<file path="src/rtl/mem_access_stage.sv">
// rtl/mem_access_stage.sv - MEM pipeline stage: data-memory handshake, store lane alignment, load extension
module mem_access_stage #(
    parameter int unsigned TIMEOUT_CYCLES = 0
) (
    input  logic        clk,
    input  logic        rst,
    input  logic        mem_valid,
    input  logic        mem_read,
    input  logic        mem_write,
    input  logic [2:0]  funct3,
    input  logic [31:0] alu_result,
    input  logic [31:0] store_data,
    output logic        dmem_read,
    output logic        dmem_write,
    output logic [31:0] dmem_address,
    output logic [31:0] dmem_wdata,
    output logic [3:0]  dmem_byte_enable,
    input  logic [31:0] dmem_rdata,
    input  logic        dmem_resp,
    output logic        mem_stall,
    output logic [31:0] mem_forward,
    output logic [31:0] mem_load_data,
    output logic        mem_misaligned,
    output logic        mem_err
);

    typedef enum logic [1:0] {S_IDLE, S_WAIT, S_DONE} state_e;

    localparam logic [31:0] TIMEOUT_LIMIT = 32'(TIMEOUT_CYCLES);

    state_e      state_q, state_d;
    logic [31:0] addr_q, addr_d;
    logic [31:0] wdata_q, wdata_d;
    logic [3:0]  be_q, be_d;
    logic [2:0]  f3_q, f3_d;
    logic        rd_q, rd_d;
    logic        wr_q, wr_d;
    logic [31:0] buf_q, buf_d;
    logic [31:0] cnt_q, cnt_d;
    logic        err_q, err_d;

    logic        legal, aligned, req, access, timeout_hit;
    logic [3:0]  lane_be;
    logic [31:0] lane_wdata, ext_data;
    logic [7:0]  ld_byte;
    logic [15:0] ld_half;

    always_ff @(posedge clk or negedge rst) begin
        if (!rst) begin
            state_q <= S_IDLE;
            addr_q  <= '0;
            wdata_q <= '0;
            be_q    <= '0;
            f3_q    <= '0;
            rd_q    <= 1'b0;
            wr_q    <= 1'b0;
            buf_q   <= '0;
            cnt_q   <= '0;
            err_q   <= 1'b0;
        end else begin
            state_q <= state_d;
            addr_q  <= addr_d;
            wdata_q <= wdata_d;
            be_q    <= be_d;
            f3_q    <= f3_d;
            rd_q    <= rd_d;
            wr_q    <= wr_d;
            buf_q   <= buf_d;
            cnt_q   <= cnt_d;
            err_q   <= err_d;
        end
    end

    always_comb begin
        legal = (funct3 != 3'b011) && (funct3[2:1] != 2'b11);
        case (funct3[1:0])
            2'b01:   aligned = ~alu_result[0];
            2'b10:   aligned = (alu_result[1:0] == 2'b00);
            default: aligned = 1'b1;
        endcase
        req         = mem_valid & (mem_read | mem_write);
        access      = req & legal & aligned;
        timeout_hit = (TIMEOUT_LIMIT != 32'd0) && (cnt_q + 32'd1 == TIMEOUT_LIMIT);

        case (funct3[1:0])
            2'b00: begin
                lane_be    = 4'b0001 << alu_result[1:0];
                lane_wdata = {4{store_data[7:0]}};
            end
            2'b01: begin
                lane_be    = 4'b0011 << alu_result[1:0];
                lane_wdata = {2{store_data[15:0]}};
            end
            default: begin
                lane_be    = 4'b1111;
                lane_wdata = store_data;
            end
        endcase
        if (!mem_write) begin
            lane_be = 4'b0000;
        end
    end

    always_comb begin
        state_d        = state_q;
        addr_d         = addr_q;
        wdata_d        = wdata_q;
        be_d           = be_q;
        f3_d           = f3_q;
        rd_d           = rd_q;
        wr_d           = wr_q;
        buf_d          = buf_q;
        cnt_d          = cnt_q;
        err_d          = err_q;
        mem_stall      = 1'b0;
        mem_misaligned = 1'b0;
        case (state_q)
            S_IDLE: begin
                if (access) begin
                    mem_stall = 1'b1;
                    addr_d    = alu_result;
                    wdata_d   = lane_wdata;
                    be_d      = lane_be;
                    f3_d      = funct3;
                    // a simultaneous read+write is handled as a store
                    rd_d      = mem_read & ~mem_write;
                    wr_d      = mem_write;
                    cnt_d     = '0;
                    err_d     = 1'b0;
                    state_d   = S_WAIT;
                end else begin
                    mem_misaligned = req;
                end
            end
            S_WAIT: begin
                mem_stall = 1'b1;
                cnt_d     = cnt_q + 32'd1;
                if (dmem_resp) begin
                    buf_d   = dmem_rdata;
                    state_d = S_DONE;
                end else if (timeout_hit) begin
                    buf_d   = '0;
                    err_d   = 1'b1;
                    state_d = S_DONE;
                end
            end
            S_DONE: begin
                err_d   = 1'b0;
                state_d = S_IDLE;
            end
            default: state_d = S_IDLE;
        endcase
    end

    always_comb begin
        ld_byte = buf_q[{addr_q[1:0], 3'b000} +: 8];
        ld_half = addr_q[1] ? buf_q[31:16] : buf_q[15:0];
        case (f3_q[1:0])
            2'b00:   ext_data = {{24{ld_byte[7] & ~f3_q[2]}}, ld_byte};
            2'b01:   ext_data = {{16{ld_half[15] & ~f3_q[2]}}, ld_half};
            default: ext_data = buf_q;
        endcase

        dmem_read        = (state_q == S_WAIT) & rd_q;
        dmem_write       = (state_q == S_WAIT) & wr_q;
        dmem_address     = {addr_q[31:2], 2'b00};
        dmem_wdata       = wdata_q;
        dmem_byte_enable = be_q;
        mem_err          = (state_q == S_DONE) & err_q;
        mem_load_data    = ((state_q == S_DONE) && rd_q) ? ext_data : 32'd0;
        case (state_q)
            S_DONE:  mem_forward = rd_q ? ext_data : addr_q;
            S_WAIT:  mem_forward = addr_q;
            default: mem_forward = alu_result;
        endcase
    end

endmodule

</file>
<file path="config.mk">
export PLATFORM = sky130hd
export DESIGN_NAME = mem_access_stage
export DESIGN_NICKNAME = d
export VERILOG_FILES = /design/src/rtl/mem_access_stage.sv
export SDC_FILE = /design/constraint.sdc
export NUM_CORES = 1
export LEC_CHECK = 0
export ABC_CLOCK_PERIOD_IN_PS = 6800
export CELL_PAD_IN_SITES_DETAIL_PLACEMENT = 0
export CELL_PAD_IN_SITES_GLOBAL_PLACEMENT = 2
export CORE_MARGIN = 4
export CORE_UTILIZATION = 28
export CTS_CLUSTER_SIZE = 40
export DETAILED_ROUTE_END_ITERATION = 7
export PLACE_DENSITY = 0.95
export SETUP_SLACK_MARGIN = 0.5
export SLEW_MARGIN = 20
export SYNTH_ARGS = -nofsm -noshare
export SYNTH_HDL_FRONTEND = slang
export SYNTH_SLANG_ARGS = --single-unit
export TNS_END_PERCENT = 50
</file>
<file path="constraint.sdc">
create_clock -name clk -period 6.8 [get_ports clk]
set_input_delay 2.04 -clock clk [delete_from_list [all_inputs] [get_ports clk]]
set_output_delay 2.04 -clock clk [all_outputs]
set_load 0.03 [all_outputs]
</file>
* Word level (Yosys, flattened, before mapping)
Index checks and enable logic that the tools add are counted.
** Word-level totals
- Register bits :: 108
- Input port bits :: 105
- Output and inout port bits :: 137
** Operators by class
- Equality and inequality tests :: 9
- Shifts and indexed selects :: 3
- Mux-type cells :: 18
- Bitwise logic cells :: 13
- Reduce and logical (&&, ||, !) cells :: 11
** Operators by type and width (count)
- 32-bit case mux with 2 select lines :: 3
- 32-bit two-way mux :: 2
- 32-bit by 6-bit variable part select with 8-bit output :: 1
- 16-bit two-way mux :: 1
- 1-bit bitwise AND :: 9
- 2-bit zero test :: 4
- 4-bit case mux with 2 select lines :: 1
- 2-bit AND reduction :: 4
- 2-bit by 1-bit == test with 1-bit output (second input constant) :: 3
- 2-bit != test (second input constant) :: 3
- 1-bit case mux with 2 select lines :: 3
- 2-bit == test (second input constant) :: 2
- 1-bit two-way mux :: 4
- 2-bit two-way mux :: 2
- 4-bit two-way mux :: 1
- 2-bit case mux with 2 select lines :: 1
- 1-bit by 2-bit left shift with 4-bit output (first input constant) :: 1
- 2-bit by 2-bit left shift with 4-bit output (first input constant) :: 1
- 3-bit by 2-bit != test with 1-bit output (second input constant) :: 1
- 1-bit NOT :: 3
- 1-bit logical AND :: 2
- 2-bit nonzero test :: 1
- 1-bit OR :: 1

* Longest topological paths before layout
Gate-level depths: netlist of run 1.
- Word-level depth :: 6
- Gate-level depth with buffers :: 10
- Gate-level depth less buffers :: 7

* Worst setup path before layout of run 1
OpenSTA, ideal clock, no wires.
- Path type :: in2out
- Start :: input funct3[1]
- End :: output mem_stall
- Arrival :: 3.687 ns
- Required time :: 4.760 ns
- Setup slack :: 1.073 ns
- Stages :: 9
- Buffers on the path :: 3
- Cell sequence :: clkbuf_1 -> inv_1 -> ha_1 -> inv_1 -> a21oi_1 -> o211ai_1 -> buf_2 -> buf_6 -> nand2b_1
** On the way
- Cells in the longest elaborated chain, start to end :: 6
- Elaborated cells on any way between the ends :: 10
** RTL lines
- start, declared :: line 10 : input logic [2:0] funct3,
- 3-bit by 2-bit != test with 1-bit output or 2-bit != test (tied branches) :: line 75 : legal = (funct3 != 3'b011) && (funct3[2:1] != 2'b11);
- 1-bit logical AND :: line 75
- 1-bit bitwise AND :: line 82 : access = req & legal & aligned;
- 1-bit bitwise AND (*) :: line 82
- 1-bit two-way mux (*) :: line 119 : if (access) begin
- 1-bit case mux with 2 select lines (*) :: line 117 : case (state_q)
- end, declared :: line 20 : output logic mem_stall,
Every way passes the cells marked *; elsewhere a longest branch is shown, timed or not.

* Final worst setup path of run 1
- Start :: input funct3[1]
- End :: output mem_misaligned
** On the way
- Cells in the longest elaborated chain, start to end :: 6
- Elaborated cells on any way between the ends :: 10
** RTL lines
- 3-bit by 2-bit != test with 1-bit output or 2-bit != test (tied branches) :: line 75
- 1-bit logical AND :: line 75
- 1-bit bitwise AND :: line 82
- 1-bit bitwise AND (*) :: line 82
- 1-bit two-way mux (*) :: line 119
- 1-bit two-way mux (*) :: line 117
- end, declared :: line 23 : output logic mem_misaligned,
Marked as above.

==> impl_metrics.yaml, run 1 <==
outcome:
  run_status: "completed"
logic_synthesis:
  syn_area_sq_um: 5988
  synth_top_flop_cell: "dfrtp_1"
  yosysSeqAreaShare_pct: 44.71
  ys_types: 44
  synth_area_per_cell_sq_um: 10.34
  ys_ff_latch: 107
  yosysWarnings: 0
  synth-edff-count: 0
  synth_cells: 579
  synthArstFlopShare_pct: 100.0
setup_path:
  cp_max_fo: 12
  arrival_ns: 3.87
  reg2reg_from: "state_q[1]$_DFFE_PN0P_"
  start_kind: "input pin"
  r2r_slack_ns: 4.38
  crit_required_ns: 4.76
  worstSetupPathType: "input pin to primary output"
  worst_setup_path_end_kind: "primary output"
  r2r_cells: 6
  setup.worst_path.start: "funct3[1]"
  r2r_end: "addr_q[30]$_DFFE_PN0P_"
drt:
  finalWirelength_mm: 19.25
  via_count: 4962
  wire_per_inst_microns: 18.42
  initialDrtViolationCount: 173
  vias_per_cell: 4.748
  ant_nets: 0
  drcViolationCount: 0
  drtPass1Iterations: 4
sta:
  setup_violations: 0
  hold_viol: 0
  slew_violations: 0
  min_period_ns: 5.907
  worstMarginPinSlew_ns: 0.9373
  relSlewSlack_pct: 37.52
  grt_setup_unrepaired: "false"
  final.setup.tns_ns: 0
  max_freq_mhz: 169.3
  finalCritPeriodShare_pct: 86.86
  fin_worst_skew_ns: 0.007097
cells_and_area:
  final_util_pct: 41.30
  num-nets-final: 878
  n_antenna_cell: 0
  final_area_sq_um: 8682
  multi_input_area_sq_um: 2849
  drive_gt1_share_pct: 14.81
  layout.cells.non_filler: 1045
  most-common-layout-cells: "235 x clkdlybuf4s50_1, 107 x dfrtp_1, 84 x nand2_1, 72 x mux2_2, 39 x o21ai_0"
  regArea_sq_um: 2678
  layout_commonest_cell: "clkdlybuf4s50_1"
  num-fill-cells: 2044
  syn_to_final_growth_pct: 44.99
cts:
  cts_hold_buf: 0
  numCtsBuffers: 9
  cts_resized: 0
  clock_latency_ns: 0.35
  htreeDepth: 3
  postCtsSetupRepairBufs: 0
  cts-root-buf: "clkbuf_16"
  clkTransAtPathRegs_ns: 0.07
  cts_tree: "built"
  clockBufferDepth: 2
  clkSinkCount: 107
floorplanning:
  core_sq_um: 21020
  die_h_microns: 154.2
  die-area_sq_um: 23790
  fp.dieW_microns: 154.2
  initial_utilization_pct: 28.49
  io-pin-count: 242
  rows: 53
pwr:
  power_frac_clock_pct: 12.5
  ir_drop_mv: 0.2566
  power.switching_uw: 2254
  pwr_density_cell_nw_per_um2: 565.5
  leakagePower_uw: 0.003589
  comb_power_share_pct: 62.3
  swShare_pct: 45.90
  p_seq_share_pct: 25.2
  internal-power_uw: 2656
worst_hold_path:
  holdCritPathClass: "flip-flop to flip-flop"
  hold_end: "dmem_wdata[8]$_DFFE_PN0P_"
  min-delay-start: "dmem_wdata[8]$_DFFE_PN0P_"
  min_path_cells: 2
job:
  max-cap-violations: 0
grt:
  gr-total-overflow: 0
  track_usage_pct: 15.87
  grt_max_degree: 73
  grt_pass1_vias: 5121
  antenna_found_initial: 1
  grt_pass1_wl_mm: 29.89
placement:
  placed_area_sq_um: 8343
  gp_congestion: 0.7873
  dp_cells: 1030
  dpl.hpwl_mm: 14.36
  portBuffers: 238
[final cells by class]
cell class	instances	share of cell area, %
multi-input cells	393	32.81
flip-flops and latches	107	30.84
repair buffers	247	28.13
well taps	275	3.963
clock buffers	10	2.637
clock inverters	5	1.268
inverters	8	0.3459
[logic make-up after synthesis]
logic type	synth area share, %
compound gates	18.68
simple gates	9.674
flops	44.71
mux	17.53
buf+inv	7.877
fa+ha+maj	1.463
other cells	0.06262
[per-stage QoR]
step	hold WS (ns)	setup slack, ns	total power, uW
finish	0.4842	0.8933	4910
global route	0.5154	0.6908	5234
CTS	0.4874	0.8678	4980
detailed placement	0.4701	0.8775	4332
global placement	0.4609	0.8900	4314
floorplan	0.4713	1.073	3233
[how the worst max path moves through the flow]
| stage | endpoint | slack, ns |
|---|---|---|
| 6_report | mem_misaligned | 0.89 |
| 3_5_place_dp | mem_misaligned | 0.88 |
| 3_3_place_gp | mem_misaligned | 0.89 |
| 2_1_floorplan | mem_stall | 1.07 |
| 4_1_cts | mem_misaligned | 0.87 |
| 5_1_grt | mem_misaligned | 0.69 |
[worst max-delay path: stages]
cell	delay [ns]
clkdlybuf4s50_1	0.49
inv_1	0.08
ha_1	0.33
inv_1	0.13
a21oi_1	0.09
o21ai_0	0.33
nand2_1	0.10
nor2_1	0.11
buf_4	0.17
[flip-flops by register name (all words and copies together) (netlist names)]
signal and flops:
buf_q 32, rd_q 1, f3_q 3, wr_q 1, addr_q 32, dmem_byte_enable 4, dmem_wdata 32, state_q 2
[per-layer routing]
layer	track usage, %	up-vias	wire length [microns]
met1	20.51	2395	8293
met5	0	-	13
li1	-	2395	-
met4	2.565	2	147
met2	26.31	154	9307
met3	5.428	16	1490
[cell usage after synthesis (all sizes together) (2+ instances only)]
cell type,n,share of area [%]
a21oi,39,3.3
a22o,8,1.2
a22oi,8,1.0
a2bb2oi,7,1.0
and2,3,0.31
buf,52,6.1
clkbuf,21,1.3
dfrtp,107,45
ha,7,1.5
inv,7,0.44
mux2,76,14
mux2i,19,3.2
nand2,84,5.3
nand2b,2,0.21
nor2,14,0.88
nor2b,11,1.1
nor3b,5,0.63
o21a,17,2.2
o21ai,40,3.4
o221a,7,1.3
o22a,24,3.5
or3,7,0.73
[power groups by stage]
| stage | Sequential [uW] | Clock, uW | Combinational [uW] |
|---|---|---|---|
| after detailed placement | 1250 | 0 | 3080 |
| after global placement | 1240 | 0 | 3070 |
| final | 1230 | 615 | 3060 |
| after floorplan | 1350 | 0 | 1890 |
| after global routing | 1290 | 666 | 3280 |
| after CTS | 1240 | 639 | 3100 |
Note: power is estimated with default switching activity, not from simulation.
==> inputs of run 2 (changes only) <==
--- a/config.mk
+++ b/config.mk
@@ -5,14 +5,14 @@
 export SDC_FILE = /design/constraint.sdc
 export NUM_CORES = 1
 export LEC_CHECK = 0
-export ABC_CLOCK_PERIOD_IN_PS = 6800
+export ABC_CLOCK_PERIOD_IN_PS = 6400
 export CELL_PAD_IN_SITES_DETAIL_PLACEMENT = 0
 export CELL_PAD_IN_SITES_GLOBAL_PLACEMENT = 2
 export CORE_MARGIN = 4
-export CORE_UTILIZATION = 28
+export CORE_UTILIZATION = 26
 export CTS_CLUSTER_SIZE = 40
 export DETAILED_ROUTE_END_ITERATION = 7
-export PLACE_DENSITY = 0.95
+export PLACE_DENSITY = 0.93
 export SETUP_SLACK_MARGIN = 0.5
 export SLEW_MARGIN = 20
 export SYNTH_ARGS = -nofsm -noshare
==> constraint.sdc (replaced) <==
create_clock -name clk -period 6.4 [get_ports clk]
set_input_delay 1.92 -clock clk [delete_from_list [all_inputs] [get_ports clk]]
set_output_delay 1.92 -clock clk [all_outputs]
set_load 0.03 [all_outputs]
==> impl_metrics.yaml, run 2 (synthesized netlist as in run 1, its figures left out) <==
placement:
  placed_area_sq_um: 8393
  gp_congestion: 0.8000
  pre_cts_slack_ns: 0.4956
  portBuffers: 238
  dp_cells: 1043
  dpl.hpwl_mm: 15.18
setup_path:
  start_kind: "input pin"
  cp_max_fo: 7
  crit_buf_inv: 5
  path_cells: "clkdlybuf4s50_1 -> inv_1 -> ha_1 -> inv_1 -> a21oi_1 -> o21ai_0 -> buf_4 -> nand2_1 -> nor2_1 -> buf_12"
  cp_slowest_stage_delay_ns: 0.64
  crit_path_frequent_cell: "inv_1"
  crit_required_ns: 4.48
  arrival_ns: 3.80
  worstSetupPathType: "input pin to primary output"
  worst_setup_path_end_kind: "primary output"
  cp_top_family: "buffers and inverters"
  crit_slowest_cell: "clkdlybuf4s50_1"
cells_and_area:
  syn_to_final_growth_pct: 45.49
  drive_gt1_share_pct: 15.25
  layout.cells.non_filler: 1060
  final_util_pct: 38.48
  num-nets-final: 881
  most-common-layout-cells: "235 x clkdlybuf4s50_1, 107 x dfrtp_1, 84 x nand2_1, 72 x mux2_2, 39 x o21ai_0"
  final_area_sq_um: 8712
  layout_commonest_cell: "clkdlybuf4s50_1"
grt:
  grt_max_degree: 89
  gr-total-overflow: 0
  track_usage_pct: 15.62
  grt_pass1_vias: 5153
  antenna_found_initial: 2
  grt_pass1_wl_mm: 31.29
drt:
  via_count: 5055
  vias_per_cell: 4.769
  initialDrtViolationCount: 226
  drcViolationCount: 0
  ant_nets: 0
  wire_per_inst_microns: 19.37
  finalWirelength_mm: 20.54
  drtPass1Iterations: 4
floorplanning:
  initial_utilization_pct: 26.45
  io-pin-count: 242
  fp.dieW_microns: 159.8
  rows: 55
  die_h_microns: 159.8
  core_sq_um: 22640
  die-area_sq_um: 25520
cts:
  cts_tree: "built"
  cts_hold_buf: 0
  clock_latency_ns: 0.36
  cts-root-buf: "clkbuf_16"
  htreeDepth: 3
  numCtsBuffers: 9
  clockBufferDepth: 2
  clkSinkCount: 107
  clkTransAtPathRegs_ns: 0.08
sta:
  final.setup.tns_ns: 0
  fin_worst_skew_ns: 0.009908
  hold_viol: 0
  postLayoutSetupSlackWorst_ns: 0.6803
  max_freq_mhz: 174.8
  min_period_ns: 5.720
  setup_violations: 0
  grt_setup_unrepaired: "false"
  worstMarginPinSlew_ns: 1.028
  finalCritPeriodShare_pct: 89.37
  slew_violations: 0
  relSlewSlack_pct: 31.44
pwr:
  leakagePower_uw: 0.003591
  pwr_density_cell_nw_per_um2: 597.4
  ir_drop_mv: 0.2737
outcome:
  run_status: "completed"
job:
  max-cap-violations: 0
worst_hold_path:
  holdCritPathClass: "flip-flop to flip-flop"
==> run 2: cell count changes in the layout (fill, tap and decap cells not counted), sizes merged <==
cell,previous run,this run
clkinv,1,2
clkbuf,10,9
bufinv,3,1
diode,0,1
dlygate4sd2,0,1
inv,9,10
clkinvlp,0,2
buf,12,14
==> run 2: final cells by class <==
cell class / instances / area (sq um)
Fill cell: 2244 / 13930
Multi-Input combinational cell: 393 / 2859
Sequential cell: 107 / 2678
Timing Repair Buffer: 250 / 2479
Tap cell: 285 / 356.6
Clock buffer: 9 / 225.2
Clock inverter: 7 / 82.58
Inverter: 8 / 30.03
Antenna cell: 1 / 2.502
==> run 2: final timing paths <==
kind                                                  from                               to  slack [ns]  cells past startpoint
min reg2reg                dmem_byte_enable[1]$_DFFE_PN0P_  dmem_byte_enable[1]$_DFFE_PN0P_        0.48                      2
min in group asynchronous                              rst             buf_q[2]$_DFFE_PN0P_        1.69                      1
max reg2reg                         state_q[1]$_DFFE_PN0P_            addr_q[9]$_DFFE_PN0P_        3.94                      6
max                                              funct3[1]                   mem_misaligned        0.68                     10
max in group asynchronous                              rst            buf_q[27]$_DFFE_PN0P_        3.65                      2
min                        dmem_byte_enable[1]$_DFFE_PN0P_  dmem_byte_enable[1]$_DFFE_PN0P_        0.48                      2
==> run 2: through the flow <==
stage                     power [uW]  hold WS (ns)
after global routing            5512        0.5063
after floorplan                 3435        0.4713
after global placement          4613        0.4609
final                           5205        0.4829
after CTS                       5253        0.4875
after detailed placement        4633        0.4690
==> run 2: metal layers <==
layer  share of wire [%]  vias up  track usage (%)
met5               0.058        -                0
met4                 1.1        2            3.471
met3                 8.3       19            5.652
met2                  49      186            26.41
met1                  42     2450            19.18
li1                    -     2398                -
==> run 2: tightest hold or removal path: stages (launching register included) <==
cell and delay [ns]:
dfrtp_1 0.35, nand2_1 0.05, o21ai_0 0.06
==> run 2: repair_timing <==
action / CTS / global route
gates resized for setup: 1 / 0
endpoints found under the setup margin: 1 / 0
buffers inserted: 0 / 0
==> run 2: where the power goes <==
group | internal (uW) | total (uW) | switching (uW) | leakage, uW
registers | 1020 | 1300 | 287 | 0.00129
logic | 1440 | 3300 | 1870 | 0.00215
clock network | 311 | 598 | 287 | 0.000145
==> inputs of run 3 (changes only) <==
--- a/config.mk
+++ b/config.mk
@@ -12,7 +12,8 @@
 export CORE_UTILIZATION = 26
 export CTS_CLUSTER_SIZE = 40
 export DETAILED_ROUTE_END_ITERATION = 7
-export PLACE_DENSITY = 0.93
+export PLACE_DENSITY = 0.83
+export RECOVER_POWER = 25
 export SETUP_SLACK_MARGIN = 0.5
 export SLEW_MARGIN = 20
 export SYNTH_ARGS = -nofsm -noshare
==> impl_metrics.yaml, run 3 (synthesized netlist as in run 1, its figures left out) <==
cts:
  htreeDepth: 3
  cts-root-buf: "clkbuf_16"
  postCtsSetupRepairBufs: 0
  clkTransAtPathRegs_ns: 0.07
  cts_tree: "built"
  cts_hold_buf: 0
  cts_resized: 0
  numCtsBuffers: 9
  clockBufferDepth: 2
  clock_latency_ns: 0.36
  clkSinkCount: 107
sta:
  slew_violations: 103
  fin_worst_skew_ns: 0.007120
  grt_setup_unrepaired: "false"
  relSlewSlack_pct: -162.3
  hold_viol: 0
  min_period_ns: 5.694
  max_freq_mhz: 175.6
  finalCritPeriodShare_pct: 88.97
  whs_ns: 0.4788
  setup_violations: 0
  final.setup.tns_ns: 0
  worstMarginPinSlew_ns: 3.934
grt:
  grt_pass1_vias: 5158
  grt_max_degree: 70
  antenna_found_initial: 0
  grt_pass1_wl_mm: 31.47
  track_usage_pct: 15.69
  grt.met1_usage_pct: 19.42
  gr-total-overflow: 0
  use_met3_pct: 4.981
  use_met2_pct: 26.95
  busiest_layer: "met2"
floorplanning:
  core_sq_um: 22640
  fp.dieW_microns: 159.8
  die-area_sq_um: 25520
  initial_utilization_pct: 26.45
  die_h_microns: 159.8
  rows: 55
  io-pin-count: 242
cells_and_area:
  num-nets-final: 880
  layout_commonest_cell: "clkdlybuf4s50_1"
  num-fill-cells: 2242
  final_area_sq_um: 8710
  drive_gt1_share_pct: 15.01
  syn_to_final_growth_pct: 45.44
  most-common-layout-cells: "234 x clkdlybuf4s50_1, 107 x dfrtp_1, 84 x nand2_1, 72 x mux2_2, 39 x o21ai_0"
setup_path:
  cp_top_family: "buffers and inverters"
  crit_path_frequent_cell: "inv_1"
  cp_slowest_stage_delay_ns: 0.47
  crit_slowest_cell: "clkdlybuf4s50_1"
  path_cells: "clkdlybuf4s50_1 -> inv_1 -> ha_1 -> inv_1 -> a21oi_1 -> o21ai_0 -> nand2_1 -> nor2_1 -> buf_4"
  arrival_ns: 3.77
  start_kind: "input pin"
  crit_required_ns: 4.48
  crit_buf_inv: 4
  worstSetupPathType: "input pin to primary output"
  worst_setup_path_end_kind: "primary output"
  cp_max_fo: 12
pwr:
  pwr_density_cell_nw_per_um2: 602.3
  power_uw: 5246
  leakagePower_uw: 0.003594
  ir_drop_mv: 0.2419
outcome:
  violations: "capacitance limit, slew limit"
  run_status: "finished, violations left"
job:
  max-cap-violations: 2
placement:
  placed_area_sq_um: 8383
  dpl.hpwl_mm: 15.33
  gp_congestion: 0.7876
  portBuffers: 238
drt:
  drcViolationCount: 0
  finalWirelength_mm: 20.52
  initialDrtViolationCount: 344
  drtPass1Iterations: 4
  vias_per_cell: 4.687
  via_count: 4964
  wire_per_inst_microns: 19.38
  ant_nets: 0
worst_hold_path:
  holdCritPathClass: "flip-flop to flip-flop"
==> run 3: cell type report <==
class	instances	area [sq um]	share of cell area, %
Inverter	8	30.03	0.3448
Sequential cell	107	2678	30.74
Clock inverter	7	106.4	1.221
Multi-Input combinational cell	393	2849	32.71
Tap cell	285	356.6	4.094
Clock buffer	9	225.2	2.586
Antenna cell	1	2.502	0.02873
Timing Repair Buffer	249	2462	28.27
==> run 3: per-layer routing <==
metal  vias to the layer above  wire (microns)
met4                         0             257
met3                        16            1513
met5                         -               0
met2                       180            9783
met1                      2364            8967
li1                       2404               -
==> run 3: where the power goes <==
part	internal, uW	switching (uW)	leakage, uW
Combinational	1440	1870	0.00214
Sequential	1020	283	0.00129
Clock	351	285	0.000163
==> run 3: final timing paths <==
| kind | start | endpoint | slack, ns | cells past startpoint |
|---|---|---|---|---|
| min in group asynchronous | rst | addr_q[10]$_DFFE_PN0P_ | 2.93 | 1 |
| worst min-delay path | dmem_byte_enable[2]$_DFFE_PN0P_ | dmem_byte_enable[2]$_DFFE_PN0P_ | 0.48 | 2 |
| worst min register to register | dmem_byte_enable[2]$_DFFE_PN0P_ | dmem_byte_enable[2]$_DFFE_PN0P_ | 0.48 | 2 |
| worst max register to register | state_q[1]$_DFFE_PN0P_ | buf_q[28]$_DFFE_PN0P_ | 3.67 | 5 |
| worst max-delay path | funct3[1] | mem_misaligned | 0.71 | 9 |
| max in group asynchronous | rst | addr_q[27]$_DFFE_PN0P_ | 1.27 | 1 |
==> run 3: through the flow <==
step	std cells	worst slack, ns	util [%]
global route	1058	0.3255	38.46
CTS	1058	0.7091	38.49
detailed placement	1042	0.7202	37.03
floorplan	581	0.9127	-
finish	1059	0.7056	38.47
global placement	1041	0.7734	36.94
==> run 3: worst min-delay path, cell delays in order (launching register included) <==
cell and delay, ns:
dfrtp_1 0.34, nand2_1 0.04, o21ai_0 0.06
